## config.mk

```make
export PLATFORM = sky130hd
export DESIGN_NAME = tmds_channel_decoder
export DESIGN_NICKNAME = d
export VERILOG_FILES = /design/src/rtl/tmds_channel_decoder.sv
export SDC_FILE = /design/constraint.sdc
export NUM_CORES = 1
export LEC_CHECK = 0
export ABC_CLOCK_PERIOD_IN_PS = 4800
export CAP_MARGIN = 10
export CORE_ASPECT_RATIO = 1.25
export CORE_MARGIN = 2
export CORE_UTILIZATION = 40
export DETAILED_ROUTE_END_ITERATION = 6
export PLACE_DENSITY_LB_ADDON = 0.25
export REMOVE_ABC_BUFFERS = 1
export SLEW_MARGIN = 0
export SYNTH_ARGS = -nofsm -noshare
export SYNTH_HDL_FRONTEND = slang
export SYNTH_SLANG_ARGS = --single-unit
```

## constraint.sdc

```tcl
create_clock -name i_pixel_clk -period 4.8 [get_ports i_pixel_clk]
set_input_delay 0.72 -clock i_pixel_clk [delete_from_list [all_inputs] [get_ports i_pixel_clk]]
set_output_delay 0.72 -clock i_pixel_clk [all_outputs]
set_load 0.01 [all_outputs]
```

## src/rtl/tmds_channel_decoder.sv

```systemverilog
`default_nettype none
// ============================================================================
// Module   : tmds_channel_decoder
// Purpose  : Receive side of one TMDS channel. It takes 10-bit words from a
//            1:10 deserializer at arbitrary bit alignment and finds the symbol
//            boundary by searching for runs of control tokens during blanking.
//            It then decodes each symbol into DE, the 2-bit control value and
//            the 8-bit pixel data.
// Ports    : i_pixel_clk  - pixel clock, one word per cycle
//            i_reset_n    - asynchronous active-low reset
//            i_symbol     - raw deserialized word, bit 0 received first
//            i_resync     - single-cycle pulse, forces a return to search
//            o_locked     - symbol alignment established
//            o_offset     - current bit offset (0..9)
//            o_de         - current symbol is a data symbol
//            o_ctrl       - decoded control bits, held while o_de=1
//            o_data       - decoded pixel byte, 0 while o_de=0
// Revision : 1.0 - initial release
// ============================================================================
module tmds_channel_decoder #(
    parameter int LOCK_TOKENS    = 8,
    parameter int SEARCH_TIMEOUT = 2048,
    parameter int LOSS_TIMEOUT   = 2048
) (
    input  logic       i_pixel_clk,
    input  logic       i_reset_n,
    input  logic [9:0] i_symbol,
    input  logic       i_resync,
    output logic       o_locked,
    output logic [3:0] o_offset,
    output logic       o_de,
    output logic [1:0] o_ctrl,
    output logic [7:0] o_data
);

    localparam logic [0:0]  c_ST_SEARCH    = 1'b0;
    localparam logic [0:0]  c_ST_LOCKED    = 1'b1;
    localparam logic [11:0] c_LOCK_THR     = 12'(LOCK_TOKENS);
    localparam logic [11:0] c_SEARCH_LAST  = 12'(SEARCH_TIMEOUT - 1);
    localparam logic [11:0] c_LOSS_THR     = 12'(LOSS_TIMEOUT);

    logic [0:0]  r_state;
    logic [9:0]  r_prev;
    logic [9:0]  r_sym;
    logic [3:0]  r_offset;
    logic [11:0] r_run;
    logic [11:0] r_timer;
    logic [11:0] r_gap;
    logic        r_skip;
    logic        r_de;
    logic [1:0]  r_ctrl;
    logic [7:0]  r_data;

    logic [18:0] w_cat;
    logic [9:0]  w_aligned;
    logic        w_is_tok;
    logic [1:0]  w_tok_code;
    logic [7:0]  w_t;
    logic [7:0]  w_dec;
    logic [3:0]  w_offset_inc;
    logic [0:0]  w_state_nxt;
    logic [3:0]  w_offset_nxt;
    logic [11:0] w_run_nxt;
    logic [11:0] w_timer_nxt;
    logic [11:0] w_gap_nxt;
    logic        w_skip_nxt;

    function automatic logic [11:0] sat_inc(input logic [11:0] v);
        return (v == 12'hFFF) ? v : v + 12'd1;
    endfunction

    // The window never reaches i_symbol[9]; that bit is used next cycle via r_prev.
    assign w_cat = {i_symbol[8:0], r_prev};

    always_comb begin
        w_aligned = w_cat[9:0];
        for (int k = 1; k < 10; k++) begin
            if (r_offset == 4'(k)) begin
                w_aligned = w_cat[k +: 10];
            end
        end
    end

    always_comb begin
        w_is_tok   = 1'b1;
        w_tok_code = 2'b00;
        case (r_sym)
            10'b1101010100: w_tok_code = 2'b00;
            10'b0010101011: w_tok_code = 2'b01;
            10'b0101010100: w_tok_code = 2'b10;
            10'b1010101011: w_tok_code = 2'b11;
            default:        w_is_tok   = 1'b0;
        endcase
    end

    // Undo the transmitter's optional inversion, then its XOR/XNOR chain.
    always_comb begin
        w_t      = r_sym[9] ? ~r_sym[7:0] : r_sym[7:0];
        w_dec    = 8'd0;
        w_dec[0] = w_t[0];
        for (int i = 1; i < 8; i++) begin
            w_dec[i] = r_sym[8] ? (w_t[i] ^ w_t[i-1]) : ~(w_t[i] ^ w_t[i-1]);
        end
    end

    assign w_offset_inc = (r_offset == 4'd9) ? 4'd0 : r_offset + 4'd1;

    // w_skip_nxt marks the cycle after an offset change: the word then in
    // r_sym was aligned under the old offset and must not extend a run.
    always_comb begin
        w_state_nxt  = r_state;
        w_offset_nxt = r_offset;
        w_run_nxt    = r_run;
        w_timer_nxt  = r_timer;
        w_gap_nxt    = r_gap;
        w_skip_nxt   = 1'b0;
        if (i_resync) begin
            w_state_nxt = c_ST_SEARCH;
            w_run_nxt   = 12'd0;
            w_timer_nxt = 12'd0;
            w_gap_nxt   = 12'd0;
        end else if (r_state == c_ST_SEARCH) begin
            if (r_run >= c_LOCK_THR) begin
                w_state_nxt = c_ST_LOCKED;
                w_gap_nxt   = 12'd0;
            end else if (r_timer >= c_SEARCH_LAST) begin
                w_offset_nxt = w_offset_inc;
                w_run_nxt    = 12'd0;
                w_timer_nxt  = 12'd0;
                w_skip_nxt   = 1'b1;
            end else begin
                w_timer_nxt = sat_inc(r_timer);
                w_run_nxt   = (r_skip || !w_is_tok) ? 12'd0 : sat_inc(r_run);
            end
        end else begin
            if (r_gap >= c_LOSS_THR) begin
                w_state_nxt  = c_ST_SEARCH;
                w_offset_nxt = w_offset_inc;
                w_run_nxt    = 12'd0;
                w_timer_nxt  = 12'd0;
                w_gap_nxt    = 12'd0;
                w_skip_nxt   = 1'b1;
            end else begin
                w_gap_nxt = w_is_tok ? 12'd0 : sat_inc(r_gap);
            end
        end
    end

    always_ff @(posedge i_pixel_clk or negedge i_reset_n) begin
        if (!i_reset_n) begin
            r_state  <= c_ST_SEARCH;
            r_prev   <= 10'd0;
            r_sym    <= 10'd0;
            r_offset <= 4'd0;
            r_run    <= 12'd0;
            r_timer  <= 12'd0;
            r_gap    <= 12'd0;
            r_skip   <= 1'b0;
            r_de     <= 1'b0;
            r_ctrl   <= 2'b00;
            r_data   <= 8'd0;
        end else begin
            r_state  <= w_state_nxt;
            r_prev   <= i_symbol;
            r_sym    <= w_aligned;
            r_offset <= w_offset_nxt;
            r_run    <= w_run_nxt;
            r_timer  <= w_timer_nxt;
            r_gap    <= w_gap_nxt;
            r_skip   <= w_skip_nxt;
            // Gating follows the state being entered so outputs open and
            // close on the same edge as o_locked.
            if (w_state_nxt == c_ST_LOCKED) begin
                if (w_is_tok) begin
                    r_de   <= 1'b0;
                    r_ctrl <= w_tok_code;
                    r_data <= 8'd0;
                end else begin
                    r_de   <= 1'b1;
                    r_data <= w_dec;
                end
            end else begin
                r_de   <= 1'b0;
                r_ctrl <= 2'b00;
                r_data <= 8'd0;
            end
        end
    end

    assign o_locked = (r_state == c_ST_LOCKED);
    assign o_offset = r_offset;
    assign o_de     = r_de;
    assign o_ctrl   = r_ctrl;
    assign o_data   = r_data;

endmodule
`default_nettype wire

```

==> results.py <==
metrics = {
    "outcome": {
        "status": "finished clean",
    },
    "grt": {
        "grt.busiest_layer": "met2",
        "antenna_found_initial": 0,
        "grt_usage": 0.191,
        "met2_usage": 0.310,
        "grt_pass1_wl_um": 18600,
        "gr-usage-met3": 0.0311,
        "grt-ovfl-total": 0,
        "grt_util_met1": 0.259,
        "grt_pass1_vias": 3740,
        "grt_max_degree": 74,
    },
    "setup_path": {
        "cp-end-kind": "flip-flop",
        "crit_chain": "or4_1, o41ai_4, inv_2, nor2_1, a31oi_1, nor2_1",
        "crit_slowest_cell": "o41ai_4",
        "critPathMostFrequentCell": "nor2_1",
        "cpLargestDelayFamily": "simple AND/OR/NAND/NOR gates",
        "path_buf_inv": 1,
        "critPathMaxFanout": 17,
        "worstPathArrival_ps": 3000,
        "worstSetupPathType": "reg2reg",
        "cp_num_cells": 6,
        "critPathRequiredTime_ps": 5060,
        "r2r_cells": 6,
        "start_kind": "flip-flop",
        "cpPeakStageDelay_ps": 760,
    },
    "floorplanning": {
        "num_io_pins": 29,
        "fp.dieH_um": 121,
        "std_cell_rows": 42,
        "dieArea_um2": 11900,
        "initial_core_util": 0.414,
        "coreArea_um2": 10700,
        "die_x_um": 98.0,
    },
    "synthesis": {
        "synthTopCellsByArea": "dfrtp_1 (41%), nand2_1 (3.8%), nor2_1 (3.4%)",
        "yosysUniqueCellTypes": 67,
        "synth-simple-area-share": 0.205,
        "syn_area_um2": 4410,
        "postSynthCellCount": 503,
        "yosys_warnings": 0,
        "synth_top_area_frac": 0.414,
        "synth_top_family_by_area": "compound AO/OA/AOI/OAI gates",
        "synthMuxAreaShare": 0.0255,
        "yosys.area_share.adder": 0.0255,
        "syn_avg_cell_area_um2": 8.78,
        "yosysTopAreaCell": "dfrtp_1",
        "async_flop_share": 1.00,
        "synth_seq_area_share": 0.414,
        "ys.flop_type": "dfrtp_1",
        "synth-xor-area-share": 0.0258,
        "synth-seq-cells": 73,
        "synth_edf_count": 0,
        "synth_compound_area_frac": 0.256,
    },
    "drt": {
        "drt-initial-drc-count": 248,
        "wirelength_um": 11000,
        "num_vias": 3918,
        "drc_errors": 0,
        "viasPerCell": 6.02,
        "drtAntennaViolNets": 0,
        "wl_per_cell_um": 17.0,
        "dr.pass1.iters": 5,
    },
    "cells_and_area": {
        "seq_area_um2": 1830,
        "drive_gt1_frac": 0.0713,
        "multi_input_area_um2": 2380,
        "final_common_cell": "dfrtp_1",
        "area_growth_syn_to_layout_pct": 14.2,
        "nNetsFinal": 536,
        "diodes": 0,
        "fillers": 1025,
        "fin_cells": 651,
        "layout_common_cells": "dfrtp_1 (72), nand2_1 (45), nor2_1 (40)",
    },
    "timing": {
        "hold_viol_final": 0,
        "worst_slew_pin_slew_ps": 910,
        "slew_viol_final": 0,
        "min_period_over_period": 0.572,
        "fmax_ghz": 0.364,
        "relSlewSlack": 0.394,
        "rsz0062_at_grt": "false",
        "clock_skew_ps": 7.40,
        "period_needed_ps": 2750,
        "fin_setup_tns_ps": 0,
        "setup_viol_count_final": 0,
    },
    "clock_tree": {
        "h-tree-depth": 3,
        "cts.sinks": 73,
        "clock_path_buffers": 2,
        "tritoncts": "yes",
        "postCtsHoldBufs": 0,
        "cts_inserted_buffers": 9,
        "cts_root_buf": "clkbuf_16",
        "clk_pin_slew_ps": 60,
        "cts_resized": 0,
        "clock_latency_ps": 330,
        "cts_setup_buffers": 0,
    },
    "placement": {
        "port_buffers": 28,
        "gp_congestion": 0.905,
        "dp_cells": 635,
        "post-dp-hpwl_um": 7610,
    },
    "hold_path": {
        "hold_path_class": "reg2reg",
        "hold_path_depth": 1,
    },
    "power": {
        "total_power_w": 0.00134,
        "p_per_area_nw_per_um2": 265,
        "leakage_nw": 2.10,
        "ir_drop_uv": 145,
    },
    "flow_run": {
        "cap_violations": 0,
    },
}
logic make-up after synthesis:
kind of cell,after synthesis
buffers and inverters,55
adder cells (fa/ha/maj),9
multiplexers,11
AO/OA/AOI/OAI,168
XOR/XNOR,13
AND/OR/NAND/NOR,174
flip-flops,73
through the flow:
step           setup slack [ps]   util  hold slack [ps]  instance area, um2
2_1_floorplan              2170      -              424                4290
3_3_place_gp               1970  0.447              471                4770
3_5_place_dp               1930  0.447              467                4770
4_1_cts                    2000  0.473              481                5040
5_1_grt                    1820  0.473              497                5040
6_report                   2050  0.473              482                5040
path summary, 6_finish.rpt:
path                            start     endpoint  slack [ps]
max reg2reg                  r_run[3]     r_run[5]        2050
min reg2reg                r_timer[6]   r_timer[6]         480
min in group asynchronous   i_reset_n     r_gap[2]         500
min                        r_timer[6]   r_timer[6]         480
max                          r_run[3]     r_run[5]        2050
max in group asynchronous   i_reset_n  o_offset[0]        3640
where the power goes:
group / switching (W) / internal [W]
registers: 0.0000165 / 0.000626
logic: 0.0000477 / 0.0000363
clock network: 0.000260 / 0.000350
total: 0.000324 / 0.00101
worst reg2reg max path, delay by kind of cell, from the launching register on:
kind	cells	cell delay, ps
AO/OA/AOI/OAI	2	880
buffers and inverters	1	350
flip-flops	1	440
AND/OR/NAND/NOR	3	1010
layout make-up:
cell class,count,area share
multi-input combinational,375,0.471
inverter,22,0.0164
clock inverter,6,0.00894
clock buffer,10,0.0454
tap,132,0.0328
timing repair buffer,33,0.0625
sequential,73,0.363
cells in the mapped netlist, drive strengths merged, types with 3 or more instances:
library cell and instances:
dfrtp 73, nand2 45, o21ai 44, nor2 42
clkbuf 27, a21oi 26, inv 22, a31oi 16
nand3 13, nor2b 12, o22ai 12, xnor2 11
and3 9, ha 9, mux2i 9, nor3 9
a21o 8, o211ai 8, a211oi 6, a22o 6
buf 6, or3 6, a222oi 4, a22oi 4
and2 4, nand2b 4, nand4b 4, o31ai 4
a32o 3, nand3b 3, nand4 3, nor3b 3
o21a 3, o2bb2ai 3, or2 3, or4 3
flip-flops by register name, summed over array words and instances (netlist names):
name,cells
o_offset,4
r_prev,10
r_sym,10
r_run,12
r_skip,1
r_timer,12
o_de,1
r_gap,12
o_data,8
o_ctrl,2
o_locked,1
layer usage:
metal / part of all wire / wire length, um / up-vias
li1: - / - / 1877
met1: 0.44 / 4890 / 1901
met2: 0.49 / 5390 / 122
met3: 0.052 / 576 / 18
met4: 0.017 / 183 / 0
met5: 0 / 0 / -
Note: power is estimated with default switching activity, not from simulation.
